File: src/rtl/gate_chk_settle_cnt.sv
// 4-bit loadable down-counter that times how long each vector is held before sampling.
// Stops at zero; zero is a combinational flag of the count register.
module gate_chk_settle_cnt (
  input  logic       clk,
  input  logic       rst_n,
  input  logic       load,
  input  logic [3:0] load_val,
  input  logic       en,
  output logic       zero
);

  logic [3:0] cnt;

  always_ff @(posedge clk or negedge rst_n) begin
    if (!rst_n) begin
      cnt <= '0;
    end else if (load) begin
      cnt <= load_val;
    end else if (en && (cnt != '0)) begin
      cnt <= cnt - 4'd1;
    end
  end

  assign zero = (cnt == '0);

endmodule

File: config.mk
export PLATFORM = sky130hd
export DESIGN_NAME = gate_chk_settle_cnt
export DESIGN_NICKNAME = d
export VERILOG_FILES = /design/src/rtl/gate_chk_settle_cnt.sv
export SDC_FILE = /design/constraint.sdc
export NUM_CORES = 1
export LEC_CHECK = 0
export ABC_AREA = 1
export BUFFER_PORTS_ARGS = -buffer_cell sky130_fd_sc_hd__clkbuf_2
export CORE_AREA = 2 2 39 41
export DETAILED_ROUTE_END_ITERATION = 12
export DIE_AREA = 0 0 41 43
export GPL_ROUTABILITY_DRIVEN = 0
export GPL_TIMING_DRIVEN = 0
export PLACE_DENSITY_LB_ADDON = 0.15
export SLEW_MARGIN = 20
export SYNTH_ARGS = -nofsm -noshare
export SYNTH_HDL_FRONTEND = slang
export SYNTH_SLANG_ARGS = --single-unit
File: constraint.sdc
create_clock -name clk -period 1.42 [get_ports clk]
set_input_delay 0.071 -clock clk [delete_from_list [all_inputs] [get_ports clk]]
set_output_delay 0.071 -clock clk [all_outputs]
set_load 0.01 [all_outputs]
==> run_results.csv <==
group,metric,value,unit
critical_path,cp_cell_sequence,"inv_1, ha_1, nand2_2, inv_1, clkbuf_2",
cells_and_area,mostFrequentLayoutCells,"21 x nand2_1, 8 x clkbuf_2, 5 x inv_1",
pwr,p_seq_share,35.9,%
cells_and_area,largest_register_ffs,4,
sta,finalHoldViolations,0,
pwr,ir_worst_vdd,0.435,mV
detailed_routing,routed_via_density,4.00,
sta,fin_crit,1250,ps
synthesis,synth_area,295,sq um
floorplanning,dieHeight,43,um
detailed_routing,drc,0,
critical_path,cpMaxStageDelayCell,"dfrtp_1",
grt,grt.overflow.total,0,
clocking,clk_pin_slew,30,ps
pwr,clock_power_share,30.4,%
worst_hold_path,hold_start,"load_val[3]",
detailed_routing,wl_met1,270,um
clocking,cts_resized,0,
grt,grt_max_degree,9,
synthesis,ys_ff_latch,4,
cells_and_area,syn_to_final_growth,31.4,%
critical_path,reg2reg_from,"cnt[0]$_DFFE_PN0P_",
critical_path,crit_end,"zero",
sta,finClkSkew,0.258,ps
critical_path,worstReg2RegEnd,"cnt[2]$_DFFE_PN0P_",
grt,grt_pass1_vias,250,
critical_path,start_kind,"flop",
sta,worst_pin_slew,168,ps
detailed_routing,wl,554,um
sta,setup-violations-final,0,
sta,slew_violations,0,
pwr,internal_power,0.294,mW
synthesis,synth.distinct_cells,13,
floorplanning,coreArea,1380,sq um
critical_path,worstPathArrival,1180,ps
detailed_routing,drtIter0Drc,3,
sta,tns,0,ps
floorplanning,io_pins,9,
critical_path,cp_max_fo,3,
pwr,p_sw,0.147,mW
clocking,cts_tree,"yes",
synthesis,synthCells,46,
synthesis,syn_nets,55,
critical_path,r2r_cells,7,
sta,max_clock_freq,797,MHz
detailed_routing,drt.antenna.violating_nets,0,
placed_design,dp_slack,233,ps
synthesis,syn_avg_cell_area,6.42,sq um
pwr,swShare,33.3,%
synthesis,ys_seq_area_share,33.9,%
worst_hold_path,hp-class,"primary input to flop",
floorplanning,dieArea,1760,sq um
clocking,root_buffer,"clkbuf_4",
detailed_routing,wl_met3,24,um
grt,antenna_found_initial,0,
outcome,outcome,"finished clean",
detailed_routing,wl_met2,259,um
cells_and_area,fin_nets,69,
detailed_routing,vias,296,
cells_and_area,layout_commonest_cell,"nand2_1",
cells_and_area,regMostFlops,"cnt",
cells_and_area,reg_top3,"cnt (4)",
floorplanning,start_util,21.3,%
detailed_routing,wl_per_cell,7.49,um
clocking,cts_setup_buffers,0,
placed_design,dp_hpwl,464,um
clocking,cts.sink_count,4,
cells_and_area,insertedDiodeCount,0,
critical_path,endpoint_kind,"output port",
critical_path,r2r_setup_slack,250,ps
floorplanning,die_w,41,um
cells_and_area,drive_gt1_share,27.6,%
clocking,numCtsBuffers,3,
clocking,clock_path_buffers,2,
critical_path,required,1350,ps
critical_path,startpoint,"cnt[0]$_DFFE_PN0P_",
synthesis,yosysWarningCount,0,
critical_path,path_common_cell,"inv_1",
sta,slew_headroom,88.8,%
clocking,hold_buffers,1,
flow_run,max_cap_violations,0,
sta,worst_slack,166,ps
floorplanning,rows,14,
grt,grt_use_total,8.27,%
grt,grt_pass1_wl,959,um
critical_path,cp_slowest_stage_delay,380,ps
pwr,power_leakage,0.230,nW
clocking,worstSkewPairLatency,230,ps
pwr,p_per_area,1140,nW/um^2
critical_path,crit_type,"flop to output port",
placed_design,io_buffer_count,8,
sta,rsz0062_at_grt,"false",
clocking,htreeDepth,1,
pwr,power_frac_comb,33.8,%
detailed_routing,first_pass_iters,4,
sta,fin_crit_sh,88.3,%
detailed_routing,topRoutingLayerUsed,"met3",
[worst max-delay path: cells and delay by family (launching register included)]
| kind | cells | cell delay, ps |
|---|---|---|
| DFF | 1 | 380 |
| buffers and inverters | 3 | 280 |
| adders and majority gates | 1 | 210 |
| and+or+nand+nor | 1 | 90 |
[logic make-up after synthesis]
logic type / share of synthesized area, %
AND/OR/NAND/NOR: 49.6
buffers and inverters: 8.90
AO/OA/AOI/OAI: 3.39
adder cells (fa/ha/maj): 4.24
flip-flops: 33.9
[worst min-delay path by stage]
stage                         endpoint  slack [ps]  depth (start not counted)
floorplan           cnt[0]$_DFFE_PN0P_        -220                          0
global placement    cnt[3]$_DFFE_PN0P_        -120                          1
detailed placement  cnt[3]$_DFFE_PN0P_        -120                          1
CTS                 cnt[3]$_DFFE_PN0P_         140                          5
global route        cnt[1]$_DFFE_PN0P_         170                          2
finish              cnt[3]$_DFFE_PN0P_         150                          5
[power by group through the flow]
| stage | Combinational [mW] | Clock [mW] | Sequential [mW] |
|---|---|---|---|
| 3_5_place_dp | 0.151 | 0 | 0.160 |
| 6_report | 0.149 | 0.134 | 0.158 |
| 3_3_place_gp | 0.153 | 0 | 0.161 |
| 5_1_grt | 0.179 | 0.154 | 0.162 |
| 2_1_floorplan | 0.112 | 0 | 0.155 |
| 4_1_cts | 0.154 | 0.145 | 0.158 |
[routing by layer]
metal	up-vias	track usage, %
li1	169	-
met1	123	11.4
met2	4	10.0
met3	0	1.57
met4	0	8.00
met5	-	0
[Yosys cell counts, drive strengths merged]
cell type  instances  area (sq um)
nor2               3          13.8
dfrtp              4           100
o21ai              2          10.0
nand3              3          15.0
nand2             24           103
nand3b             2          15.0
inv                6          22.5
clkinv             1          3.75
ha                 1          12.5
[final cells by class]
class                      instances  area (sq um)
tap                               16          20.0
timing repair buffer               9          50.0
inverter                           7          26.3
multi-input combinational         35           169
fill                             166           996
clock buffer                       3          22.5
sequential                         4           100
[per-stage QoR]
stage               cells  hold slack [ps]  power [mW]  util [%]  area [sq um]
finish                 74              148       0.442      28.0           388
global placement       70             -120       0.314      25.7           355
CTS                    74              143       0.457      28.0           388
detailed placement     70             -120       0.311      25.7           355
floorplan              46             -225       0.267         -           295
global route           74              171       0.495      28.0           388
Power figures use the tool's default switching activity.
